--- config.mk ---
export PLATFORM = sky130hd
export DESIGN_NAME = if_stage
export DESIGN_NICKNAME = d
export VERILOG_FILES = /design/src/rtl/riscv_pkg.sv /design/src/rtl/if_stage_fetch_fifo.sv /design/src/rtl/if_stage.sv
export SDC_FILE = /design/constraint.sdc
export NUM_CORES = 1
export LEC_CHECK = 0
export CAP_MARGIN = 5
export CORE_ASPECT_RATIO = 1.2
export CORE_MARGIN = 1
export CORE_UTILIZATION = 53
export DETAILED_ROUTE_END_ITERATION = 8
export PLACE_DENSITY = 0.81
export SLEW_MARGIN = 25
export SYNTH_ARGS = -nofsm -noshare
export SYNTH_HDL_FRONTEND = slang
export SYNTH_SLANG_ARGS = --single-unit
--- constraint.sdc ---
create_clock -name clk -period 8.05 [get_ports clk]
set_clock_uncertainty 0.1 [all_clocks]
set_input_delay 1.2075 -clock clk [delete_from_list [all_inputs] [get_ports clk]]
set_output_delay 1.2075 -clock clk [all_outputs]
set_load 0.01 [all_outputs]
--- src/rtl/riscv_pkg.sv ---
// Shared Radix-CPU pipeline types: machine width, the canonical NOP,
// fetch FSM encoding and the {pc, instr} word handed from fetch to decode.
package riscv_pkg;

    localparam int XLEN = 32;

    // addi x0, x0, 0
    localparam logic [XLEN-1:0] NOP_INSTR = 32'h0000_0013;

    typedef enum logic [1:0] {
        IDLE  = 2'd0,
        RUN   = 2'd1,
        FLUSH = 2'd2
    } fetch_state_t;

    typedef struct packed {
        logic [XLEN-1:0] pc;
        logic [XLEN-1:0] instr;
    } fetch_entry_t;

    // Value the decode-facing head shows out of reset.
    localparam fetch_entry_t FETCH_ENTRY_RESET = '{pc: '0, instr: NOP_INSTR};

    // Instruction addresses are word aligned; the low two bits carry no meaning.
    function automatic logic [XLEN-1:0] word_align(input logic [XLEN-1:0] addr);
        return {addr[XLEN-1:2], 2'b00};
    endfunction

endpackage

--- src/rtl/if_stage_fetch_fifo.sv ---
// Small shift-register FIFO for fetched words. Entry 0 is always the head,
// so the consumer-facing outputs come straight from a register with no
// read-pointer mux. Clear wins over a same-cycle push and pop.
module fetch_fifo
    import riscv_pkg::*;
#(
    parameter int     DEPTH       = 2,
    parameter type    entry_t     = fetch_entry_t,
    parameter entry_t RESET_ENTRY = FETCH_ENTRY_RESET,
    localparam int    CNT_W       = $clog2(DEPTH + 1),
    localparam int    IDX_W       = (DEPTH > 1) ? $clog2(DEPTH) : 1
) (
    input  logic             clk,
    input  logic             rst,
    input  logic             clear,
    input  logic             push,
    input  entry_t           push_data,
    input  logic             pop,
    output entry_t           head,
    output logic             head_valid,
    output logic [CNT_W-1:0] count,
    output logic             overflow
);

    entry_t           mem_q [DEPTH];
    entry_t           mem_d [DEPTH];
    logic [CNT_W-1:0] count_q;
    logic [CNT_W-1:0] count_d;
    logic [CNT_W-1:0] wr_idx;
    logic             pop_ok;
    logic             push_ok;

    // Next contents: shift down on pop, then write the push at the first free slot.
    always_comb begin
        mem_d    = mem_q;
        count_d  = count_q;
        overflow = 1'b0;
        pop_ok   = pop && (count_q != '0);
        wr_idx   = count_q - CNT_W'(pop_ok);
        push_ok  = push && (int'(wr_idx) < DEPTH);
        if (pop_ok) begin
            for (int i = 0; i < DEPTH - 1; i++) begin
                mem_d[i] = mem_q[i + 1];
            end
        end
        if (push_ok) begin
            mem_d[wr_idx[IDX_W-1:0]] = push_data;
        end
        overflow = push && !push_ok;
        count_d  = wr_idx + CNT_W'(push_ok);
        if (clear) begin
            count_d  = '0;
            overflow = 1'b0;
        end
    end

    // Storage and occupancy registers.
    always_ff @(posedge clk or posedge rst) begin
        if (rst) begin
            for (int i = 0; i < DEPTH; i++) begin
                mem_q[i] <= RESET_ENTRY;
            end
            count_q <= '0;
        end else begin
            for (int i = 0; i < DEPTH; i++) begin
                mem_q[i] <= mem_d[i];
            end
            count_q <= count_d;
        end
    end

    assign head       = mem_q[0];
    assign head_valid = (count_q != '0);
    assign count      = count_q;

endmodule

--- src/rtl/if_stage.sv ---
// Instruction fetch stage. Issues in-order word requests from fetch_pc,
// tags returning words with rsp_pc and buffers them for decode. A redirect
// restarts both PCs at the target, empties the buffer and turns every
// request still in flight into a response that must be discarded.
//
// Handshakes: a transfer happens on a rising edge where valid && ready.
// Valid never depends combinationally on the matching ready. imem responses
// are never back-pressured and return in request order.
module if_stage
    import riscv_pkg::*;
#(
    parameter logic [XLEN-1:0] RESET_PC = 32'h0000_0000,
    parameter int              DEPTH    = 2,
    localparam int             CNT_W    = $clog2(DEPTH + 1)
) (
    input  logic             clk,
    input  logic             rst,
    input  logic             fetch_en,
    input  logic             redirect,
    input  logic [XLEN-1:0]  redirect_pc,
    output logic             imem_req_valid,
    input  logic             imem_req_ready,
    output logic [XLEN-1:0]  imem_addr,
    input  logic             imem_rsp_valid,
    input  logic [XLEN-1:0]  imem_rsp_data,
    output logic             id_valid,
    input  logic             id_ready,
    output logic [XLEN-1:0]  id_instr,
    output logic [XLEN-1:0]  id_pc,
    output fetch_state_t     dbg_state,
    output logic [CNT_W-1:0] dbg_outstanding,
    output logic [CNT_W-1:0] dbg_drop_cnt,
    output logic [CNT_W-1:0] dbg_fifo_count,
    output logic             dbg_overflow
);

    localparam int SUM_W = CNT_W + 2;

    fetch_state_t     state_q;
    fetch_state_t     state_d;
    logic [XLEN-1:0]  fetch_pc_q;
    logic [XLEN-1:0]  fetch_pc_d;
    logic [XLEN-1:0]  rsp_pc_q;
    logic [XLEN-1:0]  rsp_pc_d;
    logic [CNT_W-1:0] outstanding_q;
    logic [CNT_W-1:0] outstanding_d;
    logic [CNT_W-1:0] drop_cnt_q;
    logic [CNT_W-1:0] drop_cnt_d;
    logic [CNT_W-1:0] fifo_count;
    logic [SUM_W-1:0] credit_used;
    logic             req_fire;
    logic             rsp_live;
    logic             rsp_drop;
    logic             fifo_push;
    logic             fifo_valid;
    logic             fifo_overflow;
    fetch_entry_t     push_entry;
    fetch_entry_t     fifo_head;

    // Every request, stale or live, holds a credit until its response is
    // consumed or dropped, so a live response always finds a free slot.
    assign credit_used = SUM_W'(outstanding_q) + SUM_W'(drop_cnt_q) + SUM_W'(fifo_count);

    assign imem_req_valid = (state_q != IDLE) && fetch_en && !redirect
                            && (credit_used < SUM_W'(DEPTH));
    assign imem_addr      = fetch_pc_q;
    assign req_fire       = imem_req_valid && imem_req_ready;

    // Responses are in order, so all stale ones arrive before any live one.
    assign rsp_drop   = imem_rsp_valid && (drop_cnt_q != '0);
    assign rsp_live   = imem_rsp_valid && (drop_cnt_q == '0);
    assign fifo_push  = rsp_live && !redirect;
    assign push_entry = '{pc: rsp_pc_q, instr: imem_rsp_data};

    // PC and credit counter updates; a redirect overrides normal bookkeeping.
    always_comb begin
        fetch_pc_d    = fetch_pc_q;
        rsp_pc_d      = rsp_pc_q;
        outstanding_d = outstanding_q;
        drop_cnt_d    = drop_cnt_q;
        if (redirect) begin
            fetch_pc_d    = word_align(redirect_pc);
            rsp_pc_d      = word_align(redirect_pc);
            outstanding_d = '0;
            // The response arriving right now is one of the stale ones and is
            // dropped immediately, hence the minus one.
            drop_cnt_d    = drop_cnt_q + outstanding_q - CNT_W'(imem_rsp_valid);
        end else begin
            if (req_fire) begin
                fetch_pc_d = fetch_pc_q + 32'd4;
            end
            if (rsp_live) begin
                rsp_pc_d = rsp_pc_q + 32'd4;
            end
            outstanding_d = outstanding_q + CNT_W'(req_fire) - CNT_W'(rsp_live);
            if (rsp_drop) begin
                drop_cnt_d = drop_cnt_q - CNT_W'(1);
            end
        end
    end

    // Next-state logic: FLUSH lasts exactly as long as stale responses remain.
    always_comb begin
        state_d = state_q;
        if (redirect) begin
            if (drop_cnt_d != '0) begin
                state_d = FLUSH;
            end else begin
                state_d = fetch_en ? RUN : IDLE;
            end
        end else begin
            case (state_q)
                IDLE:    if (fetch_en) state_d = RUN;
                RUN:     if (!fetch_en) state_d = IDLE;
                FLUSH:   if (drop_cnt_d == '0) state_d = fetch_en ? RUN : IDLE;
                default: state_d = IDLE;
            endcase
        end
    end

    // State, PC and counter registers.
    always_ff @(posedge clk or posedge rst) begin
        if (rst) begin
            state_q       <= IDLE;
            fetch_pc_q    <= RESET_PC;
            rsp_pc_q      <= RESET_PC;
            outstanding_q <= '0;
            drop_cnt_q    <= '0;
        end else begin
            state_q       <= state_d;
            fetch_pc_q    <= fetch_pc_d;
            rsp_pc_q      <= rsp_pc_d;
            outstanding_q <= outstanding_d;
            drop_cnt_q    <= drop_cnt_d;
        end
    end

    fetch_fifo #(
        .DEPTH      (DEPTH),
        .entry_t    (fetch_entry_t),
        .RESET_ENTRY(FETCH_ENTRY_RESET)
    ) u_fifo (
        .clk       (clk),
        .rst       (rst),
        .clear     (redirect),
        .push      (fifo_push),
        .push_data (push_entry),
        .pop       (id_ready),
        .head      (fifo_head),
        .head_valid(fifo_valid),
        .count     (fifo_count),
        .overflow  (fifo_overflow)
    );

    assign id_valid = fifo_valid;
    assign id_pc    = fifo_head.pc;
    assign id_instr = fifo_head.instr;

    assign dbg_state       = state_q;
    assign dbg_outstanding = outstanding_q;
    assign dbg_drop_cnt    = drop_cnt_q;
    assign dbg_fifo_count  = fifo_count;
    assign dbg_overflow    = fifo_overflow;

endmodule

==> impl_summary.log <==
INFO  metric nNetsFinal = 1058
INFO  metric static-leakage-power = 5.41 nW
INFO  metric postSynth.topFlopCell = sky130_fd_sc_hd__dfrtp_1
INFO  metric post-route-period-util = 58.9%
INFO  metric cts_setup_buffers = 0
INFO  metric drt_iter0_drc = 453
INFO  metric violations = DRC
INFO  metric clock_tree.buffer_depth = 2
INFO  metric area_fraction_in_compound_gates_after_synthesis = 7.28%
INFO  metric cellPowerDensity = 330 mW/mm²
INFO  metric core = 0.0177 mm²
INFO  metric dpl_cell_area = 0.0111 mm²
INFO  metric startpoint_type = input port
INFO  metric dp_hpwl = 14100 µm
INFO  metric postSynthCellCount = 885
INFO  metric start_util = 54.7%
INFO  metric globalRoute.totalOverflow = 0
INFO  metric outcome = finished with violations
INFO  metric cts_num_sinks = 194
INFO  metric final_area = 0.0117 mm²
INFO  metric drtPass1Iterations = 9
INFO  metric muxShareOfSynthArea = 16.1%
INFO  metric grt_pass1_wl = 33800 µm
INFO  metric final-setup-viol-count = 0
INFO  metric pin_count_of_the_biggest_net_entering_global_routing = 120
INFO  metric num_vias = 6744
INFO  metric reg_area = 0.00486 mm²
INFO  metric clock.fmax = 0.211 GHz
INFO  metric cts-hold-fix-buffers = 0
INFO  metric ctsHtreeMaxLevel = 4
INFO  metric finalWirelength = 20900 µm
INFO  metric synth-adder-area-share = 1.76%
INFO  metric largest_family_of_logic_cells_by_synthesized_area = multiplexers
INFO  metric synthesis.area = 0.00969 mm²
INFO  metric vdd_drop_max = 0.159 mV
INFO  metric avgRoutedWirePerCell = 17.3 µm
INFO  metric layout_common_cells = 188 x sky130_fd_sc_hd__dfrtp_1, 173 x sky130_fd_sc_hd__clkdlybuf4s50_1, 82 x sky130_fd_sc_hd__mux2_2, 77 x sky130_fd_sc_hd__nor2_1, 66 x sky130_fd_sc_hd__a21oi_1
INFO  metric gr-usage-all-layers = 22.9%
INFO  metric first_global_vias = 6548
INFO  metric layout.core_utilization = 66.2%
INFO  metric cts-resized-gates = 0
INFO  metric grt_antenna_before_repair = 0
INFO  metric routability_driven_placement_congestion_ratio = 0.899
INFO  metric fin_ws = 3310 ps
INFO  metric maxSlewViolCount = 0
INFO  metric multiInputGateArea = 0.00411 mm²
INFO  metric grt_setup_unrepaired = false
INFO  metric ys_seq_area_share = 50.2%
INFO  metric antenna_cells_inserted = 0
INFO  metric drive_above_1_share = 14.7%
INFO  metric ios = 178
INFO  metric dieArea = 0.0188 mm²
INFO  metric synth.lib_cells_used.distinct = 56
INFO  metric ys_seq_elements = 194
INFO  metric worstPathMaxFanout = 45
INFO  metric drtAntennaViolNets = 0
INFO  metric finalCriticalPeriod = 4740 ps
INFO  metric yosys_warnings = 0
INFO  metric cts_tree = done
INFO  metric fp.dieH = 150 µm
INFO  metric timing.final.hold_violations = 0
INFO  metric synthToLayoutAreaGrowth = 21.1%
INFO  metric critPathCaptureType = output port
INFO  metric fin_setup_tns = 0 ps
INFO  metric cp_data_required_time = 6740 ps
INFO  metric synthSimpleGateAreaFrac = 12.9%
INFO  metric cell_at_the_root_of_the_clock_tree = sky130_fd_sc_hd__clkbuf_16
INFO  metric detail_route.drc_violations = 13
INFO  metric timing_worst_slew_pin_value = 902 ps
INFO  metric max_slew_margin = 39.8%
INFO  metric fillCellCount = 1380
INFO  metric final_common_cell = sky130_fd_sc_hd__dfrtp_1
INFO  metric place_worst_setup_slack = 3300 ps
INFO  metric yosys.area_share.xor_xnor = 4.07%
INFO  metric hold_crit_path_type = reg -> reg
INFO  metric worst-endpoint-arrival = 3440 ps
INFO  metric cap_viol_max_count = 0
INFO  metric die_x = 125 µm
INFO  metric cts-buffers-inserted = 17
INFO  metric io_buffer_count = 173
INFO  metric critical_path_class = in -> out
INFO  metric std_cell_rows = 53
INFO  metric route.detailed.vias_per_inst = 5.59
INFO  metric synth_area_per_cell = 10.9 µm²
INFO  metric clk-insertion-delay-late = 430 ps
INFO  metric synth-edff-count = 0
INFO  metric synth-async-reset-ratio = 100%
INFO  metric clkTransAtPathRegs = 60 ps
cell usage after synthesis (4+ instances only):
master | instances | area share (%)
sky130_fd_sc_hd__dfrtp_1 | 188 | 49
sky130_fd_sc_hd__mux2_2 | 82 | 9.5
sky130_fd_sc_hd__nor2_1 | 77 | 3.0
sky130_fd_sc_hd__buf_4 | 67 | 5.2
sky130_fd_sc_hd__a21oi_1 | 66 | 3.4
sky130_fd_sc_hd__mux2i_1 | 64 | 6.6
sky130_fd_sc_hd__nand2_1 | 45 | 1.7
sky130_fd_sc_hd__nand3_1 | 33 | 1.7
sky130_fd_sc_hd__clkbuf_1 | 29 | 1.1
sky130_fd_sc_hd__xor2_1 | 24 | 2.2
sky130_fd_sc_hd__xnor2_1 | 21 | 1.9
sky130_fd_sc_hd__o21ai_0 | 20 | 1.0
sky130_fd_sc_hd__nand4_1 | 17 | 1.1
sky130_fd_sc_hd__and3_1 | 16 | 1.0
sky130_fd_sc_hd__inv_1 | 15 | 0.58
sky130_fd_sc_hd__ha_1 | 12 | 1.5
sky130_fd_sc_hd__nor3_1 | 11 | 0.57
sky130_fd_sc_hd__o211ai_1 | 10 | 0.77
sky130_fd_sc_hd__buf_1 | 7 | 0.27
sky130_fd_sc_hd__dfstp_2 | 6 | 1.6
sky130_fd_sc_hd__o311ai_0 | 6 | 0.54
sky130_fd_sc_hd__a21boi_0 | 5 | 0.39
sky130_fd_sc_hd__buf_2 | 4 | 0.21
sky130_fd_sc_hd__nand2b_1 | 4 | 0.26
sky130_fd_sc_hd__nor4_2 | 4 | 0.52
critical path, stage by stage:
cell and delay, ps:
sky130_fd_sc_hd__clkdlybuf4s50_1 390, sky130_fd_sc_hd__buf_4 280, sky130_fd_sc_hd__inv_2 720, sky130_fd_sc_hd__and3_1 280
sky130_fd_sc_hd__clkdlybuf4s50_1 530
final timing paths:
path                       cells past startpoint  slack [ps]                 end                from
min in group asynchronous                      2        1240      u_fifo.head[8]                 rst
max in group asynchronous                      3        5390        rsp_pc_q[11]                 rst
setup reg to reg                              11        4420  dbg_outstanding[0]  dbg_outstanding[1]
hold reg to reg                                1         410    u_fifo.mem_q[22]    u_fifo.mem_q[22]
hold / removal                                 1         410    u_fifo.mem_q[22]    u_fifo.mem_q[22]
setup / recovery                               5        3310        dbg_overflow            redirect
power breakdown:
part           switching [mW]  internal (mW)  total, mW
Combinational           0.644          0.790       1.43
Sequential              0.208           1.32       1.53
Clock                   0.354          0.553      0.906
Total                    1.21           2.66       3.87
area by class of cell:
cell class / instances / area share (%)
Clock inverter: 8 / 1.27
Inverter: 17 / 0.608
Timing Repair Buffer: 178 / 15.1
Sequential cell: 194 / 41.5
Tap cell: 220 / 2.35
Clock buffer: 23 / 4.16
Multi-Input combinational cell: 566 / 35.0
per-layer routing:
layer	track usage (%)	vias to the layer above	wire, µm
met5	0	-	0
met4	7.50	0	274
met3	3.52	22	1040
met2	39.6	222	10600
met1	29.7	3287	9020
li1	-	3213	-
state kept, by name, summed over array words and instances, names as in the netlist:
register         flops
dbg_outstanding      2
rsp_pc_q            30
imem_addr           30
u_fifo.head         64
u_fifo.count         2
dbg_drop_cnt         2
dbg_state            2
u_fifo.mem_q        62
per-stage QoR:
step                      power, mW  hold WS [ps]  instances
final                          3.87           407       1206
after CTS                      3.91           411       1206
after global routing           4.10           422       1206
after floorplan                2.56           378        886
after detailed placement       2.99           395       1175
after global placement         2.93           388       1175
logic make-up after synthesis:
| group | count (synthesis) |
|---|---|
| buf+inv | 126 |
| simple gates | 238 |
| fa+ha+maj | 13 |
| compound gates | 122 |
| other cells | 1 |
| mux | 146 |
| xor+xnor | 45 |
| flops | 194 |
Power figures use the tool's default switching activity.
